`config.mk`:
```
export PLATFORM = sky130hd
export DESIGN_NAME = arb_egress_buffer
export DESIGN_NICKNAME = d
export VERILOG_FILES = /design/src/rtl/arb_egress_buffer.sv
export SDC_FILE = /design/constraint.sdc
export NUM_CORES = 1
export LEC_CHECK = 0
export CORE_ASPECT_RATIO = 1.2
export CORE_MARGIN = 4
export CORE_UTILIZATION = 50
export DETAILED_ROUTE_END_ITERATION = 7
export GPL_TIMING_DRIVEN = 0
export MAX_ROUTING_LAYER = met4
export PLACE_DENSITY = 0.74
export SLEW_MARGIN = 20
export SYNTH_ARGS = -nofsm -noshare
export SYNTH_HDL_FRONTEND = slang
export SYNTH_SLANG_ARGS = --single-unit
```
`constraint.sdc`:
```
create_clock -name clk -period 3.4 [get_ports clk]
set_clock_uncertainty 0.05 [all_clocks]
set_input_delay 0.68 -clock clk [delete_from_list [all_inputs] [get_ports clk]]
set_output_delay 0.68 -clock clk [all_outputs]
set_load 0.1 [all_outputs]
```
`src/rtl/arb_egress_buffer.sv`:
```
// Egress buffer behind the arbiter: tags granted words with their source, queues them, drains over valid/ready.
// Optional per-source accepted-word statistics are enabled with `define OUT_STATS_EN.
module arb_egress_buffer #(
   parameter int unsigned NUM_REQS    = 4,
   parameter int unsigned WIDTH       = 8,
   parameter int unsigned DEPTH       = 4,
   parameter int unsigned HOLD_MARGIN = 1,
   parameter int unsigned CNTW        = 8,
   localparam int unsigned SRCW       = (NUM_REQS > 1) ? $clog2(NUM_REQS) : 1,
   localparam int unsigned CW         = $clog2(DEPTH) + 1
) (
   input  logic                clk,
   input  logic                rst,
   input  logic [NUM_REQS-1:0] in_gnt,
   input  logic [WIDTH-1:0]    in_data,
   output logic                hold,
   output logic                out_valid,
   input  logic                out_ready,
   output logic [WIDTH-1:0]    out_data,
   output logic [SRCW-1:0]     out_src,
   output logic [CW-1:0]       count,
   output logic                overflow,
   output logic                gnt_err
`ifdef OUT_STATS_EN
   ,
   input  logic [SRCW-1:0]     stat_sel,
   output logic [CNTW-1:0]     stat_cnt
`endif
);

   localparam int unsigned PW = $clog2(DEPTH);

   logic [WIDTH-1:0] mem_data [DEPTH];
   logic [SRCW-1:0]  mem_src  [DEPTH];
   logic [PW-1:0]    wr_ptr;
   logic [PW-1:0]    rd_ptr;

   logic             push;
   logic             pop;
   logic             full;
   logic             wr_en;
   logic             drop;
   logic             multi_gnt;
   logic [SRCW-1:0]  src_enc;
   logic [CW-1:0]    count_next;
   logic             hold_next;

   // Lowest set grant bit wins when the grant is not one-hot
   always_comb begin
      src_enc = '0;
      for (int i = int'(NUM_REQS) - 1; i >= 0; i--) begin
         if (in_gnt[i]) src_enc = SRCW'(i);
      end
   end

   assign multi_gnt = (in_gnt & (in_gnt - NUM_REQS'(1))) != '0;
   assign push      = |in_gnt;
   assign pop       = out_valid & out_ready;
   assign full      = count == CW'(DEPTH);
   assign wr_en     = push & (~full | pop);
   assign drop      = push & full & ~pop;

   always_comb begin
      count_next = count;
      case ({wr_en, pop})
         2'b10:   count_next = count + CW'(1);
         2'b01:   count_next = count - CW'(1);
         default: count_next = count;
      endcase
   end

   // Hold looks at post-edge occupancy so the arbiter sees it one cycle ahead of the next grant
   assign hold_next = (CW'(DEPTH) - count_next) <= CW'(HOLD_MARGIN);

   always_ff @(posedge clk or negedge rst) begin
      if (!rst) begin
         wr_ptr    <= '0;
         rd_ptr    <= '0;
         count     <= '0;
         out_valid <= 1'b0;
         hold      <= 1'b0;
         overflow  <= 1'b0;
         gnt_err   <= 1'b0;
      end else begin
         if (wr_en) wr_ptr <= wr_ptr + PW'(1);
         if (pop)   rd_ptr <= rd_ptr + PW'(1);
         count     <= count_next;
         out_valid <= count_next != '0;
         hold      <= hold_next;
         if (drop)      overflow <= 1'b1;
         if (multi_gnt) gnt_err  <= 1'b1;
      end
   end

   // Storage needs no reset: entries are only observed behind out_valid
   always_ff @(posedge clk) begin
      if (wr_en) begin
         mem_data[wr_ptr] <= in_data;
         mem_src[wr_ptr]  <= src_enc;
      end
   end

   assign out_data = out_valid ? mem_data[rd_ptr] : '0;
   assign out_src  = out_valid ? mem_src[rd_ptr]  : '0;

`ifdef OUT_STATS_EN
   logic [CNTW-1:0] stat_q [NUM_REQS];

   // Saturating count of stored words per source; dropped words are not counted
   always_ff @(posedge clk or negedge rst) begin
      if (!rst) begin
         for (int i = 0; i < int'(NUM_REQS); i++) stat_q[i] <= '0;
      end else if (wr_en && stat_q[src_enc] != '1) begin
         stat_q[src_enc] <= stat_q[src_enc] + CNTW'(1);
      end
   end

   assign stat_cnt = stat_q[stat_sel];
`endif

endmodule
```
Word-level counts from Yosys, hierarchy flattened
Memory sizes are Yosys's and may differ from the RTL's.
Index checks and enable logic that the tools add are counted.
{"block": "word_totals", "n_memories": 2, "regBits": 11, "ramBits": 40, "elab_cells": 39, "input_bits": 15, "output_inout_bits": 17}
{"memory": "mem_data", "depth": 4, "width": 8, "rd": 1, "rd_clocked_by_memory_dff": 0, "wr": 1, "line": "33", "rtl": "logic [WIDTH-1:0] mem_data [DEPTH];"}
{"memory": "mem_src", "depth": 4, "width": 2, "rd": 1, "rd_clocked_by_memory_dff": 0, "wr": 1, "line": "34", "rtl": "logic [SRCW-1:0] mem_src [DEPTH];"}
{"block": "classes", "muxes": 9, "addsub": 6, "eq_ne": 3, "order_cmp": 1, "reduce_logical": 3, "bitwise_logic": 8}
{"cell": "2-bit two-way mux", "n": 5}
{"cell": "8-bit two-way mux", "n": 1}
{"cell": "3-bit one-hot mux with 2 select lines", "n": 1}
{"cell": "2-bit by 1-bit adder with 2-bit output, second input constant", "n": 2}
{"cell": "1-bit AND", "n": 4}
{"cell": "4-bit AND", "n": 1}
{"cell": "4-bit nonzero test", "n": 1}
{"cell": "4-bit OR reduction", "n": 1}
{"cell": "4-bit by 1-bit subtractor with 4-bit output, second input constant", "n": 1}
{"cell": "3-bit by 1-bit adder with 3-bit output, second input constant", "n": 1}
{"cell": "3-bit equality test, second input constant", "n": 1}
{"cell": "3-bit by 1-bit <= comparator with 1-bit output, second input constant", "n": 1}
{"cell": "3-bit nonzero test", "n": 1}
{"cell": "3-bit by 1-bit subtractor with 3-bit output, second input constant", "n": 1}
{"cell": "3-bit subtractor, first input constant", "n": 1}
{"cell": "2-bit by 1-bit equality test with 1-bit output, second input constant", "n": 1}
{"cell": "2-bit equality test, second input constant", "n": 1}
{"cell": "1-bit two-way mux", "n": 2}
{"cell": "1-bit inverter", "n": 2}
{"cell": "1-bit bitwise OR", "n": 1}

Longest topological paths before layout
Gate-level depths: netlist (run 1).
{"block": "depth", "ltp_word": 8, "depth_mapped": 11, "mapped_depth_nobuf": 11}

Worst setup path before layout (run 1)
OpenSTA, ideal clock, no wires.
{"block": "synth_timing", "path_type": "reg-to-reg", "start": "register out_valid", "end": "register hold", "stages_incl_launch_ff": 12, "path_buffers": 0, "period_less_slack_ns": 3.306, "setup_ns": 0.129, "required_time_ns": 3.221, "path_slack_ns": 0.094, "t_arrival_ns": 3.127, "cell_sequence": "dfrtp_1 > nand2_1 > nor2_4 > inv_1 > fa_1 > nand2_1 > o21ai_0 > o21a_1 > ha_1 > nand2b_1 > nor3_1 > o41a_1"}
{"block": "synth_between", "elab_chain_cells": 7, "elab_cells_between_ends": 8, "cone_classes": "add/sub: 1; order compare: 1; eq/ne: 2; mux: 1; bitwise: 3"}
{"element": "from (decl)", "line": "17", "rtl": "output logic out_valid,"}
{"element": "from (signal assigned)", "line": "80", "rtl": "out_valid <= 1'b0;"}
{"element": "from (signal assigned)", "line": "88", "rtl": "out_valid <= count_next != '0;"}
{"element": "1-bit AND *", "line": "58", "rtl": "assign pop = out_valid & out_ready;"}
{"element": "1-bit bitwise OR", "line": "60", "rtl": "assign wr_en = push & (~full | pop);"}
{"element": "1-bit AND", "line": "60"}
{"element": "2-bit by 1-bit equality test with 1-bit output or 2-bit equality test (tied branches)", "line": "65", "rtl": "case ({wr_en, pop})"}
{"element": "3-bit one-hot mux with 2 select lines *", "line": "65"}
{"element": "3-bit subtractor *", "line": "73", "rtl": "assign hold_next = (CW'(DEPTH) - count_next) <= CW'(HOLD_MARGIN);"}
{"element": "3-bit by 1-bit <= comparator with 1-bit output *", "line": "73"}
{"element": "via hold_next", "line": "46", "rtl": "logic hold_next;"}
{"element": "to (signal assigned)", "line": "89", "rtl": "hold <= hold_next;"}
{"element": "to (decl)", "line": "16", "rtl": "output logic hold,"}
The timed path passes the listed nets; every way through them passes the cells marked *.
A chain may end at the register's enable or synchronous reset.

Worst setup path in the final report (run 1)
{"block": "layout_timing", "start": "input in_gnt[1]", "end": "register hold"}
{"block": "layout_between", "elab_chain_cells": 6, "elab_cells_between_ends": 7, "cone_classes": "add/sub: 1; order compare: 1; eq/ne: 2; mux: 1; bitwise: 1; reduce/logical: 1"}
{"element": "from (decl)", "line": "14", "rtl": "input logic [NUM_REQS-1:0] in_gnt,"}
{"element": "4-bit OR reduction *", "line": "57", "rtl": "assign push = |in_gnt;"}
{"element": "1-bit AND *", "line": "60"}
{"element": "2-bit by 1-bit equality test with 1-bit output or 2-bit equality test (tied branches)", "line": "65"}
{"element": "3-bit one-hot mux with 2 select lines *", "line": "65"}
{"element": "3-bit subtractor *", "line": "73"}
{"element": "3-bit by 1-bit <= comparator with 1-bit output *", "line": "73"}
{"element": "via hold_next", "line": "46"}
Marked as above.

==> tab_implementation.tex, run 1 <==
\begin{tabular}{lr}
\hline
Metric & Value \\
\hline
\multicolumn{2}{l}{\textbf{Clocking}} \\
\quad H-Tree Level Count & 2 \\
\quad Root buffer selected by CTS & sky130\_fd\_sc\_hd\_\_clkbuf\_8 \\
\quad Cts bufs inserted & 5 \\
\quad Clock slew at the register clock pins of the worst setup and hold paths & $\sim$90 ps \\
\quad Latest clock arrival within the worst-skew pair & between 200 and 300 ps \\
\quad Post-cts hold buffer count & 0 \\
\quad CTS tree & done \\
\quad Buffer levels on the longest clock path & 2 \\
\quad Clk sink count & 51 \\
\multicolumn{2}{l}{\textbf{Placed design}} \\
\quad Final weighted congestion in routability-driven placement & around 0.8 \\
\quad Placed wire-length estimate & 2.78 mm \\
\quad Placed insts & $\sim$230 \\
\quad Number of buffer cells added on primary ports & 31 \\
\quad Placement-stage worst setup slack & -511 ps \\
\multicolumn{2}{l}{\textbf{GRT}} \\
\quad Maximum number of pins on one net before global-route repair & 16 \\
\quad Overflow after GRT & 0 \\
\quad Initial antenna violation count & 0 \\
\quad Wire length of the first global-routing pass & 6.69 mm \\
\quad Combined global-route utilization of all metal layers & approximately 16\% \\
\quad Number of global-route vias before repair & 1379 \\
\multicolumn{2}{l}{\textbf{Worst setup path}} \\
\quad Critical path, cell by cell & dlygate4sd2\_1 -> or4\_4 -> nor2\_4 -> inv\_1 -> fa\_1 -> nand2\_1 -> o21ai\_0 -> o21a\_1 -> ha\_4 -> nand2b\_1 -> nor3\_1 -> o41a\_1 \\
\quad Type of the setup path with the least slack & in -> reg \\
\quad Count of cells along the worst register-to-register path & 11 \\
\quad Critical path launch point & in\_gnt[1] \\
\quad Worst Path Arrival & 3450 ps \\
\quad Peak per-stage delay on the critical path & 610 ps \\
\quad Slowest stage cell on the critical path & sky130\_fd\_sc\_hd\_\_or4\_4 \\
\quad Setup slack, reg-to-reg & 730 ps \\
\quad Critical Path End Type & flop \\
\quad Peak fanout along the critical path & 5 \\
\quad WP data required & between 3000 and 4000 ps \\
\quad Reg-to-reg endpoint & hold\$\_DFF\_PN0\_ \\
\quad Reg2Reg Launch Point & out\_valid\$\_DFF\_PN0\_ \\
\quad Startpoint kind of the worst setup timing path & primary input \\
\multicolumn{2}{l}{\textbf{STA}} \\
\quad Final hold violations & 0 \\
\quad Slew at the pin with the worst max-slew slack & 974 ps \\
\quad Final setup vio count & 0 \\
\quad Relative slew slack & between 30\% and 40\% \\
\quad Worst hold slack across all endpoints & 423 ps \\
\quad Final WS setup & 75.0 ps \\
\quad Period Utilization, post-route & between 90 and 100\% \\
\quad Max-slew violation total from the final report & 0 \\
\quad Post-route minimum period & between 3000 and 4000 ps \\
\quad F\_max & around 300 MHz \\
\multicolumn{2}{l}{\textbf{Yosys}} \\
\quad Top cells by count, synth & sky130\_fd\_sc\_hd\_\_edfxtp\_1, sky130\_fd\_sc\_hd\_\_and2\_1, sky130\_fd\_sc\_hd\_\_dfrtp\_1 \\
\quad Post-synth EDFFs & 40 \\
\quad Share of the synthesized area in compound gates (AO/OA/AOI/OAI) & 6.38\% \\
\quad Net count of the mapped netlist & between 150 and 200 \\
\quad Mapped Area & between 2000 and 2500 µm² \\
\quad Sequential area share after synthesis & 65.5\% \\
\quad Post-synthesis mux area share & between 9 and 10\% \\
\quad Main combinational cell family by area after synthesis & simple AND/OR/NAND/NOR gates \\
\quad Area leader, netlist & sky130\_fd\_sc\_hd\_\_edfxtp\_1 \\
\quad Number of cells produced by synthesis & between 100 and 150 \\
\quad Area share of xor/xnor cells in the synthesized design & under 10\% \\
\quad Main flop type after synthesis & sky130\_fd\_sc\_hd\_\_edfxtp\_1 \\
\quad Synthesis-stage register bit count & around 50 \\
\quad Share of flip-flops with an asynchronous set or reset & a little over a fifth \\
\quad Yosys synthesis warning count & 0 \\
\quad Number of different library cells in the post-synthesis netlist & 31 \\
\quad Adder-cell share of the synthesized area & about 4.8\% \\
\quad Leading cell type by number of instances after synthesis & sky130\_fd\_sc\_hd\_\_edfxtp\_1 \\
\quad Area contributors post-synth & sky130\_fd\_sc\_hd\_\_edfxtp\_1, sky130\_fd\_sc\_hd\_\_dfrtp\_1, sky130\_fd\_sc\_hd\_\_mux4\_2, sky130\_fd\_sc\_hd\_\_and2\_1, sky130\_fd\_sc\_hd\_\_ha\_1 \\
\quad Post-Synth Simple-Gate Area & 10.3\% \\
\quad Post-synthesis average cell area & between 15 and 20 µm² \\
\quad Fraction of synthesized cell area taken by the top area cell type & 53.3\% \\
\multicolumn{2}{l}{\textbf{Die}} \\
\quad Total Die Area & 5650 µm² \\
\quad Chip Width & 69.3 µm \\
\quad Site row count & 26 \\
\quad Effective utilization at floorplan & a little over half \\
\quad Count of boundary I/O pins & 32 \\
\quad Core Footprint & approximately 4300 µm² \\
\quad Die Height & roughly 80 µm \\
\multicolumn{2}{l}{\textbf{Final layout}} \\
\quad Non-filler cells, final & around 240 \\
\quad Ant diodes & 0 \\
\quad Final layout net count & between 200 and 250 \\
\quad Area added between synthesis and finish & 21.0\% \\
\quad Number of filler cells placed in the layout & 344 \\
\quad Share of layout cells above drive strength 1 & 15.1\% \\
\multicolumn{2}{l}{\textbf{Routing}} \\
\quad Post-route ant nets & 0 \\
\quad Number of optimization iterations in the first detailed-route pass & 4 \\
\quad DRC violation total after the first TritonRoute iteration & 45 \\
\quad Drt drc & 0 \\
\quad DRT Wirelength & 3.95 mm \\
\quad Overall via count from detail\_route & about 1300 \\
\quad Per-cell via count in the routed design & about 5.3 \\
\quad Routed wire length per instance & 16.4 µm \\
\multicolumn{2}{l}{\textbf{Min path}} \\
\quad Count of cells along the worst hold path & 1 \\
\quad Min-delay src & overflow\$\_DFFE\_PN0P\_ \\
\quad Endpoint of the worst hold path & overflow\$\_DFFE\_PN0P\_ \\
\quad Min-delay worst type & reg -> reg \\
\multicolumn{2}{l}{\textbf{Run status}} \\
\quad Status & finished, final reports clean \\
\multicolumn{2}{l}{\textbf{Flow run}} \\
\quad Number of violations of the max-capacitance limit & 0 \\
\hline
\end{tabular}
-- flip-flops by register name (all words and copies together), names as in the netlist --
name / cells
wr_ptr: 2
count: 3
gnt_err: 1
rd_ptr: 2
overflow: 1
hold: 1
mem_src: 8
out_valid: 1
mem_data: 32
-- metal layers --
layer / vias up / share of wire (%) / global-route usage, %
li1: 616 / - / -
met1: 625 / 40 / 17.9
met2: 32 / 55 / 27.9
met3: 5 / 3.5 / 4.04
met4: 0 / 1.3 / 5.27
met5: - / 0 / -
-- area by class of cell --
| cell class | count | area [µm²] | area share [%] |
|---|---|---|---|
| Buffer | 4 | 17.5 | 0.642 |
| Clock buffer | 6 | 72.6 | 2.66 |
| Clock inverter | 2 | 12.5 | 0.459 |
| Inverter | 7 | 26.3 | 0.963 |
| Multi-Input combinational cell | 82 | 747 | 27.4 |
| Sequential cell | 51 | 1480 | 54.1 |
| Tap cell | 56 | 70.1 | 2.57 |
| Timing Repair Buffer | 33 | 305 | 11.2 |
-- how the worst max path moves through the flow --
| stage | end | cells past startpoint |
|---|---|---|
| floorplan | hold$_DFF_PN0_ | 11 |
| global placement | hold$_DFF_PN0_ | 12 |
| detailed placement | hold$_DFF_PN0_ | 12 |
| CTS | hold$_DFF_PN0_ | 12 |
| global route | hold$_DFF_PN0_ | 12 |
| finish | hold$_DFF_PN0_ | 12 |
-- critical path: cells and delay by family --
kind | cells | cell delay [ps]
buffers and inverters | 2 | 360
AND/OR/NAND/NOR | 5 | 960
adder cells (fa/ha/maj) | 2 | 730
AO/OA/AOI/OAI | 3 | 710
-- placed cells by master (no fill, tap or decap) --
| cell | count |
|---|---|
| sky130_fd_sc_hd__a2111oi_2 | 1 |
| sky130_fd_sc_hd__a21boi_0 | 1 |
| sky130_fd_sc_hd__a21o_1 | 1 |
| sky130_fd_sc_hd__a21oi_1 | 6 |
| sky130_fd_sc_hd__a31oi_1 | 1 |
| sky130_fd_sc_hd__a41o_2 | 1 |
| sky130_fd_sc_hd__and2_0 | 1 |
| sky130_fd_sc_hd__and2_1 | 14 |
| sky130_fd_sc_hd__buf_2 | 2 |
| sky130_fd_sc_hd__buf_4 | 2 |
| sky130_fd_sc_hd__clkbuf_1 | 3 |
| sky130_fd_sc_hd__clkbuf_2 | 1 |
| sky130_fd_sc_hd__clkbuf_8 | 5 |
| sky130_fd_sc_hd__clkdlybuf4s50_1 | 18 |
| sky130_fd_sc_hd__clkinv_2 | 1 |
| sky130_fd_sc_hd__clkinvlp_4 | 1 |
| sky130_fd_sc_hd__dfrtp_1 | 11 |
| sky130_fd_sc_hd__dlygate4sd2_1 | 12 |
| sky130_fd_sc_hd__edfxtp_1 | 40 |
| sky130_fd_sc_hd__fa_1 | 1 |
| sky130_fd_sc_hd__ha_1 | 6 |
| sky130_fd_sc_hd__ha_4 | 1 |
| sky130_fd_sc_hd__inv_1 | 7 |
| sky130_fd_sc_hd__mux4_2 | 10 |
| sky130_fd_sc_hd__nand2_1 | 6 |
| sky130_fd_sc_hd__nand2b_1 | 1 |
| sky130_fd_sc_hd__nand3_1 | 1 |
| sky130_fd_sc_hd__nor2_1 | 9 |
| sky130_fd_sc_hd__nor2_4 | 1 |
| sky130_fd_sc_hd__nor3_1 | 4 |
| sky130_fd_sc_hd__nor4_4 | 1 |
| sky130_fd_sc_hd__o211ai_1 | 1 |
| sky130_fd_sc_hd__o21a_1 | 2 |
| sky130_fd_sc_hd__o21ai_0 | 5 |
| sky130_fd_sc_hd__o21bai_1 | 1 |
| sky130_fd_sc_hd__o41a_1 | 1 |
| sky130_fd_sc_hd__or3_1 | 1 |
| sky130_fd_sc_hd__or4_4 | 1 |
| sky130_fd_sc_hd__xnor2_1 | 3 |
-- logic make-up after synthesis --
| family | after synthesis |
|---|---|
| DFF | 51 |
| muxes | 10 |
| xor gates and xnor gates | 3 |
| buffers and inverters | 11 |
| adders and majority gates | 8 |
| AOI/OAI and AO/OA | 21 |
| and+or+nand+nor | 40 |
-- per-stage QoR --
| stage | utilization, % | TNS (ps) | instance area [µm²] |
|---|---|---|---|
| 6_report | 63.5 | 0 | 2730 |
| 5_1_grt | 63.5 | -6.32 | 2730 |
| 4_1_cts | 63.0 | 0 | 2700 |
| 3_5_place_dp | 61.4 | -598 | 2640 |
| 3_3_place_gp | 61.4 | -456 | 2640 |
| 2_1_floorplan | - | 0 | 2250 |
-- what timing repair did --
| action | in CTS | in global routing |
|---|---|---|
| buffers inserted | 0 | 2 |
| pin swaps | 1 | 2 |
| resized for setup | 13 | 3 |
| setup endpoints to repair | 10 | 1 |
Power of run 1 is not shown: default switching activity piles up to over one toggle a cycle in this logic, so the estimate is an artifact.
==> run 2, diff against run 1 <==
--- a/config.mk
+++ b/config.mk
@@ -6,7 +6,7 @@
 export NUM_CORES = 1
 export LEC_CHECK = 0
 export CORE_ASPECT_RATIO = 1.2
-export CORE_MARGIN = 4
+export CORE_MARGIN = 2
 export CORE_UTILIZATION = 50
 export DETAILED_ROUTE_END_ITERATION = 7
 export GPL_TIMING_DRIVEN = 0
==> run 2 against run 1 <==
Effect of this change:
- global-route usage up 2.5 points
- design area barely moved
- worst setup slack gained 96 ps
- core utilization down 0.058 points
- non-clock buffer count decreased by 1
- routed wire length increased by 1.5%
- fmax up 3.0%
- largest cell class unchanged
- final cell count shrank 0.41%
==> tab_implementation.tex, run 2 (synthesized netlist as in run 1, its figures left out) <==
\begin{tabular}{lr}
\hline
Metric & Value \\
\hline
\multicolumn{2}{l}{\textbf{Run status}} \\
\quad Status & finished, final reports clean \\
\multicolumn{2}{l}{\textbf{Min path}} \\
\quad Min-delay src & overflow\$\_DFFE\_PN0P\_ \\
\quad Min-delay worst type & reg -> reg \\
\multicolumn{2}{l}{\textbf{Clocking}} \\
\quad CTS tree & done \\
\quad Post-cts hold buffer count & 0 \\
\quad Clock slew at the register clock pins of the worst setup and hold paths & approximately 90 ps \\
\quad H-Tree Level Count & 2 \\
\quad Cts bufs inserted & 5 \\
\quad Clk sink count & 51 \\
\quad Latest clock arrival within the worst-skew pair & 300 ps \\
\quad Buffer levels on the longest clock path & 2 \\
\quad Root buffer selected by CTS & sky130\_fd\_sc\_hd\_\_clkbuf\_8 \\
\multicolumn{2}{l}{\textbf{Worst setup path}} \\
\quad Critical Path End Type & primary output \\
\quad Type of the setup path with the least slack & reg -> out \\
\quad Startpoint kind of the worst setup timing path & flop \\
\quad Reg2Reg Launch Point & out\_valid\$\_DFF\_PN0\_ \\
\quad Peak fanout along the critical path & 10 \\
\quad Critical path launch point & rd\_ptr[1]\$\_DFFE\_PN0N\_ \\
\quad WP data required & about 2700 ps \\
\quad Worst Path Arrival & around 2500 ps \\
\multicolumn{2}{l}{\textbf{Final layout}} \\
\quad Post-route design area & around 2700 µm² \\
\quad Ant diodes & 0 \\
\quad Register name with the most flops & mem\_data \\
\quad Share of layout cells above drive strength 1 & around 15\% \\
\quad Area added between synthesis and finish & 20.9\% \\
\quad Commonest cells after routing, fill and taps aside & sky130\_fd\_sc\_hd\_\_edfxtp\_1, sky130\_fd\_sc\_hd\_\_clkdlybuf4s50\_1, sky130\_fd\_sc\_hd\_\_and2\_1 \\
\quad Final layout net count & approximately 210 \\
\quad Number of flip-flops in the largest register & 32 \\
\quad Largest registers & mem\_data: 32 flops, mem\_src: 8 flops, count: 3 flops \\
\quad Leading cell type in the layout, fill and taps excluded & sky130\_fd\_sc\_hd\_\_edfxtp\_1 \\
\multicolumn{2}{l}{\textbf{GRT}} \\
\quad Initial antenna violation count & 0 \\
\quad Wire length of the first global-routing pass & between 6 and 7 mm \\
\quad Maximum number of pins on one net before global-route repair & 17 \\
\quad Combined global-route utilization of all metal layers & 18.4\% \\
\quad Overflow after GRT & 0 \\
\quad Number of global-route vias before repair & between 1000 and 1500 \\
\multicolumn{2}{l}{\textbf{Routing}} \\
\quad Post-route ant nets & 0 \\
\quad Number of optimization iterations in the first detailed-route pass & 4 \\
\quad DRT Wirelength & about 4.0 mm \\
\quad Drt drc & 0 \\
\quad DRC violation total after the first TritonRoute iteration & 49 \\
\quad Per-cell via count in the routed design & approximately 5.4 \\
\quad Routed wire length per instance & 16.7 µm \\
\quad Overall via count from detail\_route & 1288 \\
\multicolumn{2}{l}{\textbf{Die}} \\
\quad Site row count & 26 \\
\quad Effective utilization at floorplan & roughly 53\% \\
\quad Core Footprint & approximately 4300 µm² \\
\quad Die Height & roughly 78 µm \\
\quad Count of boundary I/O pins & 32 \\
\quad Total Die Area & between 5000 and 6000 µm² \\
\quad Chip Width & 65.3 µm \\
\multicolumn{2}{l}{\textbf{STA}} \\
\quad Max-slew violation total from the final report & 0 \\
\quad Period Utilization, post-route & between 90\% and 100\% \\
\quad Final hold violations & 0 \\
\quad Slew at the pin with the worst max-slew slack & around 990 ps \\
\quad Final setup vio count & 0 \\
\quad F\_max & a little over 300 MHz \\
\quad Relative slew slack & 33.8\% \\
\quad RSZ-0062 raised after global routing & no \\
\quad Final WS setup & between 150 and 200 ps \\
\quad Post-route minimum period & between 3000 and 4000 ps \\
\quad Worst hold slack across all endpoints & approximately 440 ps \\
\multicolumn{2}{l}{\textbf{Placed design}} \\
\quad Placed instance area & around 2600 µm² \\
\quad Number of buffer cells added on primary ports & 31 \\
\quad Placement-stage worst setup slack & -512 ps \\
\quad Placed wire-length estimate & between 2 and 3 mm \\
\quad Final weighted congestion in routability-driven placement & between 0.8 and 0.9 \\
\multicolumn{2}{l}{\textbf{Flow run}} \\
\quad Number of violations of the max-capacitance limit & 0 \\
\hline
\end{tabular}
## run 2: worst max-delay path: stages (launching register included)
cell and delay [ps]:
sky130_fd_sc_hd__dfrtp_1 360, sky130_fd_sc_hd__clkbuf_1 510, sky130_fd_sc_hd__mux4_2 320, sky130_fd_sc_hd__and2_1 140, sky130_fd_sc_hd__dlygate4sd2_1 860
## run 2: metal layers
layer  GRT usage [%]  share of wire [%]  vias to the layer above
met2            29.6                 53                       25
met1            22.7                 42                      642
met4            6.88                1.7                        0
met5               -                  0                        -
met3            4.35                3.5                        5
li1                -                  -                      616
## run 2: layout make-up
type,count,area [µm²]
Tap cell,56,70.1
Sequential cell,51,1480
Fill cell,329,1570
Clock buffer,6,72.6
Multi-Input combinational cell,82,734
Timing Repair Buffer,32,290
Buffer,4,17.5
Inverter,7,26.3
Clock inverter,2,37.5
## run 2: final timing paths
check	slack (ps)	endpoint	cells past startpoint
worst max-delay path	170	out_data[2]	4
worst min-delay path	440	overflow$_DFFE_PN0P_	1
worst max register to register	710	hold$_DFF_PN0_	11
worst min register to register	440	overflow$_DFFE_PN0P_	1
max in group asynchronous	2290	wr_ptr[1]$_DFFE_PN0P_	1
min in group asynchronous	660	rd_ptr[1]$_DFFE_PN0N_	1
## run 2: repair_timing
item | CTS | global route
buffers inserted | 0 | 1
pin swaps | 1 | 1
cloned | 0 | 0
setup endpoints to repair | 10 | 1
gates resized for setup | 13 | 6
## run 2: through the flow
stage | setup TNS, ps | cells | util (%)
6_report | 0 | 240 | 63.5
5_1_grt | 0 | 240 | 63.5
4_1_cts | 0 | 239 | 63.5
3_5_place_dp | -568 | 231 | 61.4
3_3_place_gp | -450 | 231 | 61.4
2_1_floorplan | 0 | 144 | -
Power of run 2 is left out for the same reason.
==> run 3, diff against run 2 <==
--- a/config.mk
+++ b/config.mk
@@ -5,8 +5,8 @@
 export SDC_FILE = /design/constraint.sdc
 export NUM_CORES = 1
 export LEC_CHECK = 0
+export CAP_MARGIN = 40
 export CORE_ASPECT_RATIO = 1.2
-export CORE_MARGIN = 2
 export CORE_UTILIZATION = 50
 export DETAILED_ROUTE_END_ITERATION = 7
 export GPL_TIMING_DRIVEN = 0
==> run 3 against run 2 <==
Effect of this change:
- worst hold slack worse by 8.2 ps
- flip-flop and latch count unchanged
- first-iteration DRC count up 43%
- highest routed layer unchanged
==> tab_implementation.tex, run 3 (synthesized netlist as in run 1, its figures left out) <==
\begin{tabular}{lr}
\hline
Metric & Value \\
\hline
\multicolumn{2}{l}{\textbf{Run status}} \\
\quad Status & finished, final reports clean \\
\multicolumn{2}{l}{\textbf{STA}} \\
\quad Period Utilization, post-route & 95.9\% \\
\quad Post-route minimum period & 3260 ps \\
\quad Relative slew slack & a little over half \\
\quad Max-slew violation total from the final report & 0 \\
\quad RSZ-0062 raised after global routing & no \\
\quad Worst hold slack across all endpoints & between 400 and 500 ps \\
\quad Slew at the pin with the worst max-slew slack & between 600 and 700 ps \\
\quad F\_max & between 300 and 400 MHz \\
\quad Final setup vio count & 0 \\
\quad Post-route setup TNS & 0 ps \\
\quad Final hold violations & 0 \\
\multicolumn{2}{l}{\textbf{Final layout}} \\
\quad Largest registers & mem\_data: 32 flops, mem\_src: 8 flops, count: 3 flops \\
\quad Area added between synthesis and finish & 33.2\% \\
\quad Post-route design area & 3000 µm² \\
\quad Register name with the most flops & mem\_data \\
\quad Commonest cells after routing, fill and taps aside & sky130\_fd\_sc\_hd\_\_edfxtp\_1, sky130\_fd\_sc\_hd\_\_clkdlybuf4s50\_1, sky130\_fd\_sc\_hd\_\_buf\_8 \\
\quad Final layout net count & roughly 220 \\
\quad Share of layout cells above drive strength 1 & 23.3\% \\
\quad Number of flip-flops in the largest register & 32 \\
\quad Final core utilization & a little over two thirds \\
\quad Ant diodes & 0 \\
\quad Leading cell type in the layout, fill and taps excluded & sky130\_fd\_sc\_hd\_\_edfxtp\_1 \\
\multicolumn{2}{l}{\textbf{Min path}} \\
\quad Min-delay worst type & reg -> reg \\
\quad Count of cells along the worst hold path & 1 \\
\multicolumn{2}{l}{\textbf{GRT}} \\
\quad Initial antenna violation count & 0 \\
\quad Number of global-route vias before repair & 1383 \\
\quad Overflow after GRT & 0 \\
\quad Wire length of the first global-routing pass & approximately 6.3 mm \\
\quad Combined global-route utilization of all metal layers & approximately a fifth \\
\quad Maximum number of pins on one net before global-route repair & 18 \\
\multicolumn{2}{l}{\textbf{Worst setup path}} \\
\quad Slowest stage cell on the critical path & sky130\_fd\_sc\_hd\_\_or4\_4 \\
\quad WP data required & around 3500 ps \\
\quad Worst Path Arrival & approximately 3400 ps \\
\quad Critical Path End Type & flop \\
\quad Levels on crit path & 12 \\
\quad Combined buffer and inverter count along the critical path & 2 \\
\quad Peak per-stage delay on the critical path & 480 ps \\
\quad Count of cells along the worst register-to-register path & 11 \\
\quad Critical path, cell by cell & dlygate4sd2\_1 -> or4\_4 -> nor2\_4 -> inv\_1 -> fa\_1 -> nand2\_1 -> o21ai\_0 -> o21a\_1 -> ha\_1 -> nand2b\_1 -> nor3\_1 -> o41a\_1 \\
\quad Cell family with most CP delay & simple AND/OR/NAND/NOR gates \\
\quad Peak fanout along the critical path & 6 \\
\quad Type of the setup path with the least slack & in -> reg \\
\quad Startpoint kind of the worst setup timing path & primary input \\
\multicolumn{2}{l}{\textbf{Die}} \\
\quad Effective utilization at floorplan & 52.5\% \\
\quad Total Die Area & 4780 µm² \\
\quad Die Height & between 70 and 80 µm \\
\quad Chip Width & roughly 63 µm \\
\quad Site row count & 26 \\
\quad Core Footprint & approximately 4300 µm² \\
\quad Count of boundary I/O pins & 32 \\
\multicolumn{2}{l}{\textbf{Routing}} \\
\quad DRT Wirelength & 4.16 mm \\
\quad DRC violation total after the first TritonRoute iteration & 70 \\
\quad Per-cell via count in the routed design & around 5.4 \\
\quad Overall via count from detail\_route & 1397 \\
\quad Number of optimization iterations in the first detailed-route pass & 4 \\
\quad Post-route ant nets & 0 \\
\quad Drt drc & 0 \\
\quad Routed wire length per instance & between 15 and 20 µm \\
\multicolumn{2}{l}{\textbf{Clocking}} \\
\quad Buffer levels on the longest clock path & 2 \\
\quad H-Tree Level Count & 2 \\
\quad Clock slew at the register clock pins of the worst setup and hold paths & 90 ps \\
\quad Cts bufs inserted & 5 \\
\quad Root buffer selected by CTS & sky130\_fd\_sc\_hd\_\_clkbuf\_8 \\
\quad Clk sink count & around 50 \\
\quad Latest clock arrival within the worst-skew pair & approximately 300 ps \\
\quad CTS tree & done \\
\multicolumn{2}{l}{\textbf{Placed design}} \\
\quad Placed instance area & slightly below 3000 µm² \\
\quad Final weighted congestion in routability-driven placement & approximately 0.9 \\
\quad Placed wire-length estimate & 2.89 mm \\
\quad Number of buffer cells added on primary ports & 31 \\
\multicolumn{2}{l}{\textbf{Flow run}} \\
\quad Number of violations of the max-capacitance limit & 0 \\
\hline
\end{tabular}
-- run 3: stage by stage --
step                setup slack (ps)  instances
finish                           139        258
global route                    14.2        258
CTS                             30.8        256
detailed placement              -512        248
global placement                -434        231
floorplan                       93.8        144
-- run 3: final cells by class --
| type | instances | area, µm² |
|---|---|---|
| plain buffers | 4 | 17.5 |
| clock buffers | 5 | 68.8 |
| clock inverters | 3 | 46.3 |
| fillers | 309 | 1290 |
| inverters | 7 | 26.3 |
| multi-input cells | 82 | 734 |
| flip-flops and latches | 51 | 1480 |
| well taps | 56 | 70.1 |
| repair buffers | 50 | 564 |
-- run 3: path summary, 6_finish.rpt --
kind | from | to | slack, ps
setup / recovery | in_gnt[3] | hold$_DFF_PN0_ | 140
hold / removal | overflow$_DFFE_PN0P_ | overflow$_DFFE_PN0P_ | 430
setup reg to reg | out_valid$_DFF_PN0_ | hold$_DFF_PN0_ | 710
hold reg to reg | overflow$_DFFE_PN0P_ | overflow$_DFFE_PN0P_ | 430
max in group asynchronous | rst | wr_ptr[1]$_DFFE_PN0P_ | 2290
min in group asynchronous | rst | out_valid$_DFF_PN0_ | 660
-- run 3: what timing repair did --
action                                  in CTS  in global routing
endpoints found under the setup margin       1                  1
hold buffers                                 0                  0
pin swaps                                    1                  1
gates cloned                                 0                  0
setup buffers                                0                  2
resized for setup                            4                  6
-- run 3: layer usage --
layer	vias to the layer above	global-route usage (%)	wire [µm]
li1	653	-	-
met2	29	34.5	2330
met3	9	4.19	116
met4	0	8.33	82
met5	-	-	0
met1	706	19.9	1630
Power of run 3 is left out for the same reason.
==> variant: new RTL, flow settings as in run 2 <==
The option `OUT_STATS_EN` is turned on by a define.
--- a/src/rtl/arb_egress_buffer.sv
+++ b/src/rtl/arb_egress_buffer.sv
@@ -2,2 +2,4 @@
 // Optional per-source accepted-word statistics are enabled with `define OUT_STATS_EN.
+`define OUT_STATS_EN
+
 module arb_egress_buffer #(
Ports: changed (added stat_cnt and stat_sel); port bits go from 32 to 42. The function was not compared with the original's and may differ.
==> variant against run 2 <==
- worst setup slack lost 56 ps
- final area increased by 77%
- synthesized cell count rose by 91%
- first-iteration DRC count increased to 3.1 times the old value
- sequential cell count is 32 higher
- synthesized area grew 84%
- core utilization fell by 3.5 points
- wire length increased by 100%
- largest cell class unchanged
- highest routed layer unchanged
Power is left out: the tool's default activity adds up to more than one toggle a clock period on the data nets, which glitch-free logic cannot reach.
==> variant: results (changes against run 2) <==
{
  "run_status": "complete, no violations",
  "critical_path.endpoint": "out_src[1]",
  "clock_tree_area_fraction": {"value": 4.01, "unit": "%", "change": "-0.028 points"},
  "use_met3": {"value": 4.54, "unit": "%", "change": "+0.19 points"},
  "synth.net_count": {"value": 301, "change": "+80%"},
  "multi_input_area_share": {"value": 36.0, "unit": "%", "change": "+9.0 points"},
  "placed_area": {"value": 4660, "unit": "um2", "change": "+77%"},
  "synth-async-reset-ratio": {"value": 51.8, "unit": "%", "change": "+30 points"},
  "h-tree-depth": {"value": 3, "change": "+1"},
  "floorplan.rows": {"value": 36, "change": "+38%"},
  "met2_length": {"value": 4050, "unit": "um", "change": "+92%"},
  "placed_cells_incl_taps": {"value": 410, "change": "+77%"},
  "buffer_area_share": {"value": 9.53, "unit": "%", "change": "-1.8 points"},
  "postRouteWirelength": {"value": 8090, "unit": "um", "change": "+100%"},
  "grt_first_pass_wirelength": {"value": 13400, "unit": "um", "change": "+100%"},
  "layout_worst_path_cycle_share": {"value": 96.6, "unit": "%", "change": "+1.6 points"},
  "wl_met3": {"value": 338, "unit": "um", "change": "+140%"},
  "num-multi-input-gates": {"value": 166, "change": "+100%"},
  "grt_util_all_layers": {"value": 19.9, "unit": "%", "change": "+1.6 points"},
  "gr-usage-met1": {"value": 26.8, "unit": "%", "change": "+4.1 points"},
  "biggestRegsByFlops": "mem_data x32, stat_q x32, mem_src x8",
  "gr_layer_usage_met2": {"value": 30.8, "unit": "%", "change": "+1.2 points"},
  "synth_area_per_cell": {"value": 15.0, "unit": "um2", "change": "-3.9%"},
  "post-place-ws": {"value": -426, "unit": "ps", "change": "+86.0 ps"},
  "synth_sequential_area_ratio": {"value": 55.0, "unit": "%", "change": "-10 points"},
  "synthTopCellsByCount": "sky130_fd_sc_hd__dfrtp_1 (43), sky130_fd_sc_hd__edfxtp_1 (40), sky130_fd_sc_hd__mux2_4 (32)",
  "nets": {"value": 354, "change": "+72%"},
  "finalWeightedCongestion": {"value": 0.845, "change": "+4.1%"},
  "number_of_global_route_vias_before_repair": {"value": 2615, "change": "+97%"},
  "final-seq-area": {"value": 2280, "unit": "um2", "change": "+54%"},
  "multi_input_gate_area": {"value": 1740, "unit": "um2", "change": "+140%"},
  "hold_path_class": "input pin to asynchronous set/reset pin",
  "critical_path.max_stage_delay": {"value": 710, "unit": "ps", "change": "-150 ps"},
  "wl_met1": {"value": 3600, "unit": "um", "change": "+110%"},
  "synth.lib_cells_used.distinct": {"value": 45, "change": "+45%"},
  "initialDrtViolationCount": {"value": 153, "change": "+210%"},
  "non_clock_buffer_count": {"value": 56, "change": "+56%"},
  "timing.reg2reg.worst_path_depth": {"value": 10, "change": "-1"},
  "crit_slowest_cell": "sky130_fd_sc_hd__clkdlybuf4s15_1",
  "worst-r2r-setup-slack": {"value": 850, "unit": "ps", "change": "+140 ps"},
  "portBuffers": {"value": 39, "change": "+26%"}
}
variant: worst min path at each step:
stage          slack (ps)      from  depth (start not counted)    endpoint
2_1_floorplan         330       rst                          0    count[0]
3_3_place_gp          410  overflow                          1    overflow
3_5_place_dp          430  overflow                          1    overflow
4_1_cts               210       rst                          1  stat_q[11]
5_1_grt               240       rst                          1  stat_q[22]
6_report              210       rst                          1  stat_q[11]
variant: logic make-up (layout without fill, tap and decap cells):
family / after synthesis / count (layout) / synth area share (%)
AO/OA/AOI/OAI: 28 / 28 / 5.14
buffers and inverters: 26 / 84 / 3.11
multiplexers: 50 / 50 / 21.4
AND/OR/NAND/NOR: 68 / 68 / 10.1
XOR/XNOR: 11 / 11 / 2.33
adder cells (fa/ha/maj): 9 / 9 / 2.90
flip-flops: 83 / 83 / 55.0
variant: repair_timing:
item | CTS | global route
endpoints found under the setup margin | 25 | 25
resized for setup | 18 | 18
pin swaps | 0 | 0
buffers inserted | 2 | 0
